$ cat src/rtl/game_clock_pkg.sv
// Shared types and widths for the scoreboard game/shot clock controller.
package game_clock_pkg;

  localparam int unsigned MIN_W  = 4;
  localparam int unsigned SEC_W  = 6;
  localparam int unsigned SHOT_W = 5;
  localparam int unsigned PER_W  = 3;

  typedef enum logic [2:0] {
    StIdle,
    StRun,
    StPause,
    StPeriodEnd,
    StGameOver
  } state_e;

  function automatic logic [MIN_W-1:0] reload_min(input int unsigned period_sec);
    return MIN_W'(period_sec / 60);
  endfunction

  function automatic logic [SEC_W-1:0] reload_sec(input int unsigned period_sec);
    return SEC_W'(period_sec % 60);
  endfunction

endpackage

$ cat src/rtl/sec_tick_gen.sv
// One-second prescaler: counts only while enabled, holds otherwise, pulses tick on wrap.
module sec_tick_gen #(
  parameter int unsigned TICK_DIV = 50
) (
  input  logic clk,
  input  logic rst_n,
  input  logic en_i,
  input  logic clr_i,
  output logic tick_o
);

  localparam int unsigned CntW = (TICK_DIV > 1) ? $clog2(TICK_DIV) : 1;
  localparam logic [CntW-1:0] CntMax = CntW'(TICK_DIV - 1);

  logic [CntW-1:0] cnt_q, cnt_d;

  always_comb begin
    tick_o = en_i && (cnt_q == CntMax);
    cnt_d  = cnt_q;
    if (clr_i) begin
      cnt_d = '0;
    end else if (tick_o) begin
      cnt_d = '0;
    end else if (en_i) begin
      cnt_d = cnt_q + CntW'(1);
    end
  end

  always_ff @(posedge clk or negedge rst_n) begin
    if (!rst_n) begin
      cnt_q <= '0;
    end else begin
      cnt_q <= cnt_d;
    end
  end

endmodule

$ cat src/rtl/game_clock_ctrl.sv
// Basketball timing controller: period countdown, shot clock, period sequencing and buzzer.
module game_clock_ctrl import game_clock_pkg::*; #(
  parameter int unsigned TICK_DIV    = 50,
  parameter int unsigned PERIOD_SEC  = 600,
  parameter int unsigned SHOT_SEC    = 24,
  parameter int unsigned NUM_PERIODS = 4,
  parameter int unsigned BUZZ_CYCLES = 100
) (
  input  logic              clk,
  input  logic              rst_n,
  input  logic              start,
  input  logic              stop,
  input  logic              shot_reset,
  input  logic              next_period,
  output logic [MIN_W-1:0]  game_min,
  output logic [SEC_W-1:0]  game_sec,
  output logic [SHOT_W-1:0] shot_sec,
  output logic [PER_W-1:0]  period,
  output logic              running,
  output logic              buzzer,
  output logic              game_over
);

  localparam logic [MIN_W-1:0]  ReloadMin  = reload_min(PERIOD_SEC);
  localparam logic [SEC_W-1:0]  ReloadSec  = reload_sec(PERIOD_SEC);
  localparam logic [SHOT_W-1:0] ReloadShot = SHOT_W'(SHOT_SEC);
  localparam logic [PER_W-1:0]  LastPeriod = PER_W'(NUM_PERIODS);
  localparam int unsigned       BuzzW      = $clog2(BUZZ_CYCLES + 1);
  localparam logic [BuzzW-1:0]  BuzzLoad   = BuzzW'(BUZZ_CYCLES);

  state_e            state_q, state_d;
  logic [MIN_W-1:0]  min_q, min_d, min_dec;
  logic [SEC_W-1:0]  sec_q, sec_d, sec_dec;
  logic [SHOT_W-1:0] shot_q, shot_d;
  logic [PER_W-1:0]  period_q, period_d;
  logic [BuzzW-1:0]  buzz_cnt_q, buzz_cnt_d;
  logic              buzzer_q, buzzer_d;
  logic              running_q, running_d;
  logic              game_over_q, game_over_d;
  logic              tick, presc_clr, buzz_evt;
  logic              game_nonzero, game_hits_zero, shot_hits_zero, cmd_ok;

  sec_tick_gen #(
    .TICK_DIV (TICK_DIV)
  ) u_sec_tick_gen (
    .clk    (clk),
    .rst_n  (rst_n),
    .en_i   (state_q == StRun),
    .clr_i  (presc_clr),
    .tick_o (tick)
  );

  always_comb begin
    state_d   = state_q;
    min_d     = min_q;
    sec_d     = sec_q;
    shot_d    = shot_q;
    period_d  = period_q;
    presc_clr = 1'b0;
    buzz_evt  = 1'b0;

    if (sec_q == '0) begin
      min_dec = min_q - MIN_W'(1);
      sec_dec = SEC_W'(59);
    end else begin
      min_dec = min_q;
      sec_dec = sec_q - SEC_W'(1);
    end
    game_nonzero   = (min_q != '0) || (sec_q != '0);
    game_hits_zero = (min_dec == '0) && (sec_dec == '0);
    // A coinciding reload pre-empts the shot decrement, so it cannot expire.
    shot_hits_zero = (shot_q == SHOT_W'(1)) && !shot_reset;
    cmd_ok         = (state_q == StIdle) || (state_q == StRun) || (state_q == StPause);

    if (tick && game_nonzero) begin
      min_d = min_dec;
      sec_d = sec_dec;
      if (shot_q != '0) shot_d = shot_q - SHOT_W'(1);
    end
    if (shot_reset && cmd_ok) shot_d = ReloadShot;

    unique case (state_q)
      StIdle, StPause: begin
        if (start && !stop) state_d = StRun;
      end
      StRun: begin
        if (tick && game_hits_zero) begin
          buzz_evt = 1'b1;
          state_d  = (period_q < LastPeriod) ? StPeriodEnd : StGameOver;
        end else if (tick && shot_hits_zero) begin
          buzz_evt = 1'b1;
          state_d  = StPause;
        end else if (stop) begin
          state_d = StPause;
        end
      end
      StPeriodEnd: begin
        if (next_period) begin
          period_d  = period_q + PER_W'(1);
          min_d     = ReloadMin;
          sec_d     = ReloadSec;
          shot_d    = ReloadShot;
          presc_clr = 1'b1;
          state_d   = StIdle;
        end
      end
      StGameOver: ;
      default: state_d = StIdle;
    endcase

    if (buzz_evt) begin
      buzz_cnt_d = BuzzLoad;
    end else if (buzz_cnt_q != '0) begin
      buzz_cnt_d = buzz_cnt_q - BuzzW'(1);
    end else begin
      buzz_cnt_d = '0;
    end
    buzzer_d    = (buzz_cnt_d != '0);
    running_d   = (state_d == StRun);
    game_over_d = (state_d == StGameOver);
  end

  always_ff @(posedge clk or negedge rst_n) begin
    if (!rst_n) begin
      state_q     <= StIdle;
      min_q       <= ReloadMin;
      sec_q       <= ReloadSec;
      shot_q      <= ReloadShot;
      period_q    <= PER_W'(1);
      buzz_cnt_q  <= '0;
      buzzer_q    <= 1'b0;
      running_q   <= 1'b0;
      game_over_q <= 1'b0;
    end else begin
      state_q     <= state_d;
      min_q       <= min_d;
      sec_q       <= sec_d;
      shot_q      <= shot_d;
      period_q    <= period_d;
      buzz_cnt_q  <= buzz_cnt_d;
      buzzer_q    <= buzzer_d;
      running_q   <= running_d;
      game_over_q <= game_over_d;
    end
  end

  assign game_min  = min_q;
  assign game_sec  = sec_q;
  assign shot_sec  = shot_q;
  assign period    = period_q;
  assign running   = running_q;
  assign buzzer    = buzzer_q;
  assign game_over = game_over_q;

endmodule

$ cat config.mk
export PLATFORM = sky130hd
export DESIGN_NAME = game_clock_ctrl
export DESIGN_NICKNAME = d
export VERILOG_FILES = /design/src/rtl/game_clock_pkg.sv /design/src/rtl/sec_tick_gen.sv /design/src/rtl/game_clock_ctrl.sv
export SDC_FILE = /design/constraint.sdc
export NUM_CORES = 1
export LEC_CHECK = 0
export CAP_MARGIN = 20
export CELL_PAD_IN_SITES_DETAIL_PLACEMENT = 1
export CELL_PAD_IN_SITES_GLOBAL_PLACEMENT = 2
export CORE_AREA = 2 2 81 83
export DETAILED_ROUTE_END_ITERATION = 7
export DIE_AREA = 0 0 83 85
export PLACE_DENSITY_LB_ADDON = 0.1
export SLEW_MARGIN = 15
export SYNTH_ARGS = -nofsm -noshare
export SYNTH_HDL_FRONTEND = slang
export SYNTH_SLANG_ARGS = --single-unit
$ cat constraint.sdc
create_clock -name clk -period 3.93 [get_ports clk]
set_input_delay 0.5895 -clock clk [delete_from_list [all_inputs] [get_ports clk]]
set_output_delay 0.5895 -clock clk [all_outputs]
set_load 0.02 [all_outputs]
==> metrics.md <==
| Metric | Value |
|---|---|
| Status | `completed` |
| Detail Route Antenna Nets | `0` |
| Crit path max fanout | `11` |
| Synth Warn # | `0` |
| Fin area | `2615 µm²` |
| Final core utilization | `0.4215` |
| Worst-Margin Slew | `0.8719 ns` |
| Hold Vio Cnt, Final | `0` |
| FILL cells | `711` |
| Tcrit/Tclk final | `0.6418` |
| Mapped cell area | `2206 µm²` |
| Main synth FF type | `dfrtp_1` |
| CTS tree | `yes` |
| Die height | `85 µm` |
| Post-CTS setup buffers | `0` |
| Final clock skew | `0.01199 ns` |
| Pwr dens | `558.8 nW/µm²` |
| CTS H-tree depth | `2` |
| Setup TNS | `0 ns` |
| Global route overflow | `0` |
| Via density | `5.487` |
| Placed cell area | `2532 µm²` |
| Max Cap Viol | `0` |
| Vias | `1838` |
| Syn_nets | `248` |
| Initial drt markers | `50` |
| Max-slew violation count | `0` |
| Rows | `29` |
| Hold buffer count at cts | `0` |
| Largest net degree at the start of global routing | `38` |
| Fmax achieved | `0.3965 GHz` |
| Clock Tree Buf Depth | `2` |
| Port Buf Inserts | `26` |
| Leak pwr | `1.131 nW` |
| Hold Path Class | `input pin to asynchronous set/reset pin` |
| Cts repair resizes | `0` |
| Synth Instances | `230` |
| Crit end category | `flip-flop` |
| Setup CP Type | `flip-flop to flip-flop` |
| Total Wirelength | `5.485 mm` |
| Rel. slew slack | `0.4187` |
| Num CTS Buffers | `5` |
| Post-synth ARST share | `1.000` |
| Req. time, crit path | `4.11 ns` |
| Library cells used by synthesis | `53` |
| GRT Overall Usage | `0.1691` |
| Critical Path, Cell by Cell | `or3b_1 -> nor3_2 -> buf_4 -> nand4_1 -> or4_1 -> and4b_1` |
| First-pass GRT wire length | `9.777 mm` |
| Most frequent cells in the layout | `dfrtp_1 (32), clkdlybuf4s50_1 (25), nor2_1 (20)` |
| First-pass iteration count of the detailed router | `4` |
| Gpl congestion | `0.7609` |
| Most common cell after layout, fill and taps aside | `dfrtp_1` |
| Post-synth EDFFs | `0` |
| Die W | `83 µm` |
| Placeable Area | `6205 µm²` |
| Antenna cells | `0` |
| I/O pin cnt | `27` |
| Antenna violations before repair | `0` |
| Seq cells post-synth | `37` |
| RSZ-0062 raised after global routing | `no` |
| Tmin final | `2.522 ns` |
| Hold Slack | `0.4155 ns` |
| Worst vdd rail ir drop | `346.5 µV` |
| Initial Util | `0.3555` |
| Critical Path Source Type | `flip-flop` |
| Die Area | `7055 µm²` |
| Clk root buf | `clkbuf_8` |
| Post-DP HPWL | `3.966 mm` |
| Area Growth Syn to Fin | `18.55%` |
| Setup-failing EPs final | `0` |
| Slowest stage cell, crit path | `or4_1` |
| DRC | `0` |
| Crit-path max cell delay | `0.70 ns` |
| Wire length per cell | `16.37 µm` |
| Synth top area cells | `dfrtp_1 (36%), ha_1 (6.8%), dfstp_2 (6.0%)` |
| Post-synthesis sequential area ratio | `0.4226` |
| Yosys top cell area share | `0.3630` |
| Vias in the first global route | `1947` |
| WP data arrival | `2.70 ns` |
| Clock latency on the worst-skew pair | `0.29 ns` |
| Synth area leader | `dfrtp_1` |
| Syn Area/Cell | `9.591 µm²` |
| Clock sinks | `37` |
| Share of layout cells above drive strength 1 | `0.09690` |
| Nets | `275` |
| Clock slew at reported path FFs | `0.08 ns` |
==> path summary, 6_finish.rpt <==
check / end / startpoint / slack [ns] / depth (start not counted)
worst max-delay path: buzz_cnt_q[1]$_DFF_PN0_ / state_q[2]$_DFF_PN0_ / 1.41 / 6
worst min-delay path: period[2]$_DFFE_PN0P_ / rst_n / 0.42 / 1
worst max register to register: buzz_cnt_q[1]$_DFF_PN0_ / state_q[2]$_DFF_PN0_ / 1.41 / 6
worst min register to register: period[0]$_DFFE_PN1P_ / period[0]$_DFFE_PN1P_ / 0.50 / 1
max in group asynchronous: game_sec[0]$_DFF_PN0_ / rst_n / 2.96 / 1
min in group clk: period[0]$_DFFE_PN1P_ / period[0]$_DFFE_PN1P_ / 0.50 / 1
==> final cells by class <==
type	instances	area, µm²	area share
multi-input combinational	174	1192	0.4560
sequential	37	932.1	0.3565
timing repair buffer	28	270.3	0.1033
tap	77	96.34	0.03684
clock buffer	6	72.57	0.02775
inverter	11	41.29	0.01579
clock inverter	2	10.01	0.003828
==> registers in the layout, indices dropped and copies added, names as in the netlist <==
register              flops
u_sec_tick_gen.cnt_q      6
game_sec                  6
state_q                   3
game_min                  4
shot_sec                  5
period                    3
buzzer                    1
running                   1
buzz_cnt_q                7
game_over                 1
==> per-layer routing <==
metal,track usage,share of wire
met1,0.2356,0.50
met2,0.2764,0.47
met3,0.02918,0.025
met4,0.04024,0.0073
met5,0,0
==> power breakdown <==
group	switching [W]	leakage (nW)	internal (W)
combinational	0.000338	0.622	0.000259
sequential	0.000136	0.464	0.000466
clock	0.000140	0.0450	0.000123
==> Yosys cell counts, types with 4 or more instances <==
cell type / instances
ha_1: 12
a21oi_1: 15
nand2_1: 19
nor3b_1: 4
o21a_1: 4
nor3_1: 11
xnor2_1: 5
nand3_1: 10
dfstp_2: 5
nor2_1: 20
o21ai_0: 5
a311oi_1: 4
inv_1: 11
or4_1: 5
xor2_1: 6
or3_1: 5
dfrtp_1: 32
==> metrics by stage <==
step / worst slack [ns] / power [W] / std cells
after global placement: 1.448 / 0.001208 / 327
after CTS: 1.398 / 0.001481 / 335
final: 1.408 / 0.001461 / 335
after global routing: 1.233 / 0.001588 / 335
after floorplan: 1.537 / 0.0009835 / 230
after detailed placement: 1.415 / 0.001206 / 327
==> logic make-up after synthesis <==
| kind of cell | count (synthesis) | synth area share |
|---|---|---|
| AND/OR/NAND/NOR | 101 | 0.2598 |
| XOR/XNOR | 11 | 0.04367 |
| multiplexers | 2 | 0.009076 |
| AO/OA/AOI/OAI | 48 | 0.1577 |
| adder cells (fa/ha/maj) | 12 | 0.06806 |
| flip-flops | 37 | 0.4226 |
| buffers and inverters | 19 | 0.03914 |
==> critical path: cells and delay by family (launching register included) <==
kind | cells | cell delay (ns)
and+or+nand+nor | 5 | 1.76
DFF | 1 | 0.46
buffers and inverters | 1 | 0.20
No activity file was read; power rests on OpenSTA's default activity.
